$ cat src/rtl/i2s_fifo_drain_ctrl.sv
// Read-side drain controller for the I2S sample FIFO: pops one word at a time and
// streams it MSB-byte-first on a valid/ready byte port. Optional frame sync byte: I2S_DRAIN_SYNC_HEADER_EN.
module i2s_fifo_drain_ctrl #(
    parameter int unsigned SAMPLE_WIDTH  = 24,
    parameter int unsigned FRAME_SAMPLES = 4
) (
    input  logic                    clk,
    input  logic                    rst_n,
    input  logic                    enable_i,
    input  logic                    fifo_empty_i,
    output logic                    fifo_rd_en_o,
    input  logic [SAMPLE_WIDTH-1:0] fifo_data_i,
    output logic [7:0]              byte_o,
    output logic                    byte_valid_o,
    input  logic                    byte_ready_i,
    output logic                    busy_o,
    output logic [15:0]             sample_count_o
);

    localparam int unsigned BYTES = SAMPLE_WIDTH / 8;
    localparam int unsigned CW    = $clog2(BYTES) + 1;

    if ((SAMPLE_WIDTH % 8) != 0 || SAMPLE_WIDTH < 8 || FRAME_SAMPLES < 1) begin : g_bad_param
        $error("i2s_fifo_drain_ctrl: SAMPLE_WIDTH must be a multiple of 8 (>=8), FRAME_SAMPLES >= 1");
    end

    typedef enum logic [2:0] {
        ST_IDLE,
        ST_POP,
        ST_LATCH,
        ST_SEND
`ifdef I2S_DRAIN_SYNC_HEADER_EN
        , ST_HEADER
`endif
    } state_e;

    state_e                  state_q, state_d;
    logic [SAMPLE_WIDTH-1:0] shift_q, shift_d;
    logic [CW-1:0]           cnt_q, cnt_d;
    logic [15:0]             count_q, count_d;
    logic                    start;

`ifdef I2S_DRAIN_SYNC_HEADER_EN
    logic [15:0] frame_q, frame_d, frame_next;
    logic        due_idle, due_next;

    always_comb begin
        frame_next = (frame_q == 16'(FRAME_SAMPLES - 1)) ? '0 : frame_q + 16'd1;
        due_idle   = (frame_q == '0);
        due_next   = (frame_next == '0);
    end
`endif

    assign start          = enable_i && !fifo_empty_i;
    assign busy_o         = (state_q != ST_IDLE);
    assign sample_count_o = count_q;

    always_comb begin
        state_d      = state_q;
        shift_d      = shift_q;
        cnt_d        = cnt_q;
        count_d      = count_q;
        fifo_rd_en_o = 1'b0;
        byte_valid_o = 1'b0;
        byte_o       = '0;
`ifdef I2S_DRAIN_SYNC_HEADER_EN
        frame_d      = frame_q;
`endif
        unique case (state_q)
            ST_IDLE: begin
                if (start) begin
`ifdef I2S_DRAIN_SYNC_HEADER_EN
                    state_d = due_idle ? ST_HEADER : ST_POP;
`else
                    state_d = ST_POP;
`endif
                end
            end
`ifdef I2S_DRAIN_SYNC_HEADER_EN
            ST_HEADER: begin
                byte_valid_o = 1'b1;
                byte_o       = 8'hA5;
                if (byte_ready_i) begin
                    state_d = ST_POP;
                end
            end
`endif
            ST_POP: begin
                fifo_rd_en_o = 1'b1;
                state_d      = ST_LATCH;
            end
            ST_LATCH: begin
                shift_d = fifo_data_i;
                cnt_d   = CW'(BYTES);
                state_d = ST_SEND;
            end
            ST_SEND: begin
                byte_valid_o = 1'b1;
                byte_o       = shift_q[SAMPLE_WIDTH-1 -: 8];
                if (byte_ready_i) begin
                    shift_d = shift_q << 8;
                    cnt_d   = cnt_q - 1'b1;
                    // Final byte: the boundary decision is made here so the next pop
                    // follows immediately without an IDLE bubble.
                    if (cnt_q == CW'(1)) begin
                        count_d = count_q + 16'd1;
`ifdef I2S_DRAIN_SYNC_HEADER_EN
                        frame_d = frame_next;
                        if (start) begin
                            state_d = due_next ? ST_HEADER : ST_POP;
                        end else begin
                            state_d = ST_IDLE;
                        end
`else
                        state_d = start ? ST_POP : ST_IDLE;
`endif
                    end
                end
            end
            default: state_d = ST_IDLE;
        endcase
    end

    always_ff @(posedge clk or negedge rst_n) begin
        if (!rst_n) begin
            state_q <= ST_IDLE;
            shift_q <= '0;
            cnt_q   <= '0;
            count_q <= '0;
`ifdef I2S_DRAIN_SYNC_HEADER_EN
            frame_q <= '0;
`endif
        end else begin
            state_q <= state_d;
            shift_q <= shift_d;
            cnt_q   <= cnt_d;
            count_q <= count_d;
`ifdef I2S_DRAIN_SYNC_HEADER_EN
            frame_q <= frame_d;
`endif
        end
    end

endmodule
$ cat config.mk
export PLATFORM = sky130hd
export DESIGN_NAME = i2s_fifo_drain_ctrl
export DESIGN_NICKNAME = d
export VERILOG_FILES = /design/src/rtl/i2s_fifo_drain_ctrl.sv
export SDC_FILE = /design/constraint.sdc
export NUM_CORES = 1
export LEC_CHECK = 0
export CAP_MARGIN = 5
export CORE_MARGIN = 3
export CORE_UTILIZATION = 53
export CTS_CLUSTER_DIAMETER = 150
export DETAILED_ROUTE_END_ITERATION = 6
export PLACE_DENSITY = 0.83
export SYNTH_ARGS = -nofsm -noshare
export SYNTH_HDL_FRONTEND = slang
export SYNTH_SLANG_ARGS = --single-unit
$ cat constraint.sdc
create_clock -name clk -period 2.68 [get_ports clk]
set_input_delay 0.67 -clock clk [delete_from_list [all_inputs] [get_ports clk]]
set_output_delay 0.67 -clock clk [all_outputs]
set_load 0.02 [all_outputs]
# [Word-level counts from Yosys, hierarchy flattened]
# Cells that the tools add are included.
[classes] addsub=2 n_eq_ne=7 n_reduce_logical=8 mux=12
[op_table] operator="24-bit one-hot mux with 2 select lines" n=1
[op_table] operator="24-bit 2-to-1 mux" n=1
[op_table] operator="16-bit by 1-bit adder with 16-bit output (second input constant)" n=1
[op_table] operator="3-bit 2-to-1 mux" n=4
[op_table] operator="3-bit one-hot mux with 4 select lines" n=1
[op_table] operator="8-bit 2-to-1 mux" n=1
[op_table] operator="3-bit by 1-bit equality test with 1-bit output (second input constant)" n=2
[op_table] operator="3-bit by 2-bit equality test with 1-bit output (second input constant)" n=2
[op_table] operator="2-bit inequality test (second input constant)" n=3
[op_table] operator="3-bit one-hot mux with 2 select lines" n=1
[op_table] operator="3-bit AND reduction" n=2
[op_table] operator="3-bit zero test" n=1
[op_table] operator="1-bit 2-to-1 mux" n=3
[op_table] operator="3-bit nonzero test" n=1
[op_table] operator="3-bit by 1-bit subtractor with 3-bit output (second input constant)" n=1
[op_table] operator="2-bit AND reduction" n=1
[op_table] operator="2-bit nonzero test" n=1
[op_table] operator="1-bit logical AND" n=1
[op_table] operator="1-bit zero test" n=1
[totals] output_inout_bits=27 in_bits=29 regBits=46

# [Longest topological paths before layout]
# Gate-level depths: netlist of run 1.
[depth] ltp_word=6 mapped_depth=7 mapped_depth_nobuf=6

# [Worst setup path after synthesis of run 1]
# Ideal clock, no wire load.
[synth_timing] path_kind="register -> output" from="register state_q[0]" to="output byte_o[0]" setup_slack_ps=975 path_buffers=1 arrival_ps=1035 t_required_ps=2010 stages_incl_launch_ff=4 path_cell_list="dfrtp_1 ha_1 clkbuf_1 and2_1"
[synth_via] elab_chain_cells=2
[synth_lines] item="start, declared" line_no="37" text="state_e state_q, state_d;"
[synth_lines] item="start signal, assigned" line_no="134" text="state_q <= state_d;"
[synth_lines] item="3-bit by 2-bit equality test with 1-bit output" line_no="69" text="unique case (state_q)"
[synth_lines] item="8-bit 2-to-1 mux" line_no="69"
[synth_lines] item="end, declared" line_no="13" text="output logic [7:0] byte_o,"
# No other way between the ends.

# [Final worst setup path of run 1]
[layout_timing] from="register state_q[0]" to="output byte_o[5]"
# Same word-level chain as after synthesis.

==> results of run 1 <==
area by class of cell:
cell class / count / area [um2]
clock buffers: 5 / 68.8
clock inverters: 3 / 21.3
fillers: 272 / 930
inverters: 6 / 22.5
multi-input cells: 153 / 1040
flip-flops and latches: 45 / 1130
well taps: 48 / 60.1
repair buffers: 60 / 583
state kept, by name, indices dropped and copies added (netlist names):
signal          cells
state_q             2
cnt_q               3
sample_count_o     16
shift_q            24
worst paths after layout:
path	start	end	slack, ns	cells past startpoint
worst max-delay path	state_q[0]$_DFFE_PN0P_	byte_o[5]	0.17	3
worst min-delay path	rst_n	sample_count_o[2]$_DFFE_PN0P_	0.24	1
worst max register to register	state_q[0]$_DFFE_PN0P_	shift_q[17]$_DFFE_PN0P_	0.71	5
worst min register to register	shift_q[6]$_DFFE_PN0P_	shift_q[6]$_DFFE_PN0P_	0.48	2
max in group asynchronous	rst_n	shift_q[0]$_DFFE_PN0P_	1.89	2
min in group clk	shift_q[6]$_DFFE_PN0P_	shift_q[6]$_DFFE_PN0P_	0.48	2
metrics by stage:
stage                     instance area, um2  power [W]  setup WS, ns  hold slack [ns]  util (%)
final                                   2920    0.00240         0.170            0.241      75.9
after global routing                    2920    0.00259        0.0595            0.252      75.9
after CTS                               2920    0.00242        0.0313            0.244      75.8
after detailed placement                2830    0.00200         0.376            0.468      73.5
after global placement                  2830    0.00196         0.418            0.452      73.5
after floorplan                         2230    0.00166         0.975            0.374         -
cells by family (layout without fill, tap and decap cells):
| logic type | count (synthesis) | count (layout) | synth area share [%] |
|---|---|---|---|
| buffers and inverters | 16 | 74 | 3.26 |
| XOR/XNOR | 16 | 16 | 6.63 |
| AND/OR/NAND/NOR | 87 | 87 | 20.6 |
| flip-flops | 45 | 45 | 50.6 |
| multiplexers | 18 | 18 | 8.15 |
| AO/OA/AOI/OAI | 23 | 23 | 5.68 |
| adder cells (fa/ha/maj) | 9 | 9 | 5.06 |
worst register-to-register path, cell delays in order, from the launching register on:
cell	delay, ns
dfrtp_1	0.42
ha_1	0.20
buf_4	0.36
mux2i_4	0.35
buf_4	0.36
o21ai_0	0.16
routing by layer:
| metal | up-vias | track usage, % | wire length (um) |
|---|---|---|---|
| met1 | 800 | 25.0 | 2030 |
| met2 | 38 | 29.9 | 2170 |
| met3 | 9 | 4.83 | 179 |
| li1 | 838 | - | - |
| met5 | - | 0 | 0 |
| met4 | 0 | 7.72 | 76 |
power breakdown:
group          leakage (nW)  internal (W)  switching (W)
registers             0.582      0.000884       0.000123
clock network        0.0445      0.000185       0.000241
logic                 0.711      0.000428       0.000540
total                  1.34       0.00150       0.000904
Yosys cell counts (2+ instances only):
| master | count |
|---|---|
| nand2b_1 | 2 |
| inv_1 | 6 |
| a21oi_1 | 2 |
| nor2_1 | 7 |
| ha_1 | 9 |
| nand3b_1 | 8 |
| mux2i_1 | 17 |
| nand4_1 | 4 |
| xnor2_1 | 10 |
| clkbuf_1 | 7 |
| nor3_1 | 2 |
| nand2_1 | 41 |
| and2_1 | 8 |
| nand3_1 | 6 |
| dfrtp_1 | 45 |
| o21ai_0 | 18 |
| xor2_1 | 5 |
| and3_2 | 2 |
repair_timing:
item,CTS,global route
buffers inserted,0,0
gates resized for setup,0,1
endpoints found under the setup margin,0,8
endpoints found under the hold margin,0,0
==> results.json, run 1 <==
{
  "outcome": "completed",
  "final_cell_mix": "54 x clkdlybuf4s50_1, 45 x dfrtp_1, 41 x nand2_1, 18 x o21ai_0, 16 x mux2i_1",
  "nets": 309,
  "first_pass_iters": 5,
  "synth_seq_area_share_pct": 50.6,
  "port_buffers": 55,
  "core-area_um2": 3850,
  "wl_per_cell_um": 13.9,
  "placementRows": 22,
  "gp_congestion": 0.786,
  "ys.warnings.count": 0,
  "ys_ff_latch": 45,
  "wirelength_mm": 4.46,
  "cts_root_buf": "clkbuf_8",
  "drc": 0,
  "drive_gt1_share_pct": 8.46,
  "crit_buf_inv": 1,
  "routed_via_density": 5.27,
  "report.final.slew_viol_count": 0,
  "crit_path_max_fanout": 13,
  "fin_tns_setup_ns": 0,
  "cts_tree": "built",
  "dieArea_um2": 5010,
  "critPathKind": "reg -> out",
  "finalHoldViolations": 0,
  "maxCapViolCount": 0,
  "die_width_um": 70.8,
  "grt_setup_unrepaired": "false",
  "crit_arrival_ns": 1.84,
  "ctsHoldBuffers": 0,
  "start_util_pct": 57.8,
  "grt_max_degree": 40,
  "yosysTopAreaCell": "dfrtp_1",
  "vias": 1685,
  "finalSetupViolations": 0,
  "async_reset_ff_share_pct": 100,
  "startpoint_type": "flip-flop",
  "ios": 56,
  "grt_pass1_vias": 1567,
  "numCtsBuffers": 5,
  "syn-num-nets": 252,
  "final_common_cell": "clkdlybuf4s50_1",
  "path_cells": "ha_2, and2_1, clkdlybuf4s50_1",
  "hold_class": "in -> async",
  "antenna_found_initial": 0,
  "cp_slowest_cell": "clkdlybuf4s50_1",
  "ctsLongestPathBuffers": 2,
  "area_growth_pct": 31.4,
  "clock_sinks": 45,
  "synth_cells": 214,
  "ys_types": 33,
  "first_iter_violations": 79,
  "die_height_um": 70.8,
  "grt_pass1_wl_mm": 7.45,
  "post-route-period-util_pct": 93.7,
  "htree_levels": 2,
  "netlist_area_um2": 2230,
  "stdcell_count": 320,
  "power_density_nw_per_um2": 821,
  "max_freq_mhz": 398,
  "syn_avg_cell_area_um2": 10.4,
  "synth_area_leaders": "dfrtp_1 51%, mux2i_1 7.6%, nand2_1 6.9%, ha_1 5.1%, o21ai_0 4.0%",
  "synth-main-ff-cell": "dfrtp_1",
  "worst_pin_slew_ns": 0.489,
  "yosysTopAreaCellShare_pct": 50.6,
  "worstSkewPairLatency_ns": 0.31,
  "placedCellCount": 312,
  "finalCriticalPeriod_ns": 2.51,
  "power_leakage_nw": 1.34,
  "ant_nets": 0,
  "slew_headroom_pct": 67.4,
  "dp_hpwl_mm": 3.41,
  "grt_overflow": 0,
  "required_ns": 2.01,
  "critPathTopFamily": "buffers and inverters",
  "cp_slowest_stage_delay_ns": 0.60,
  "n_antenna_cell": 0,
  "clk_pin_slew_ns": 0.09,
  "vdd_drop_max_mv": 0.612,
  "end_kind": "output pin",
  "track_usage_pct": 19.0,
  "fin_worst_skew_ns": 0.00862,
  "synth_edf_count": 0
}
(Power assumes the default switching activity.)
==> run 2: changes to the inputs <==
--- a/config.mk
+++ b/config.mk
@@ -11,6 +11,7 @@
 export CTS_CLUSTER_DIAMETER = 150
 export DETAILED_ROUTE_END_ITERATION = 6
 export PLACE_DENSITY = 0.83
+export SLEW_MARGIN = 20
 export SYNTH_ARGS = -nofsm -noshare
 export SYNTH_HDL_FRONTEND = slang
 export SYNTH_SLANG_ARGS = --single-unit
==> results of run 2 <==
No change in the layout: final DEF, timing and power equal those of run 1.
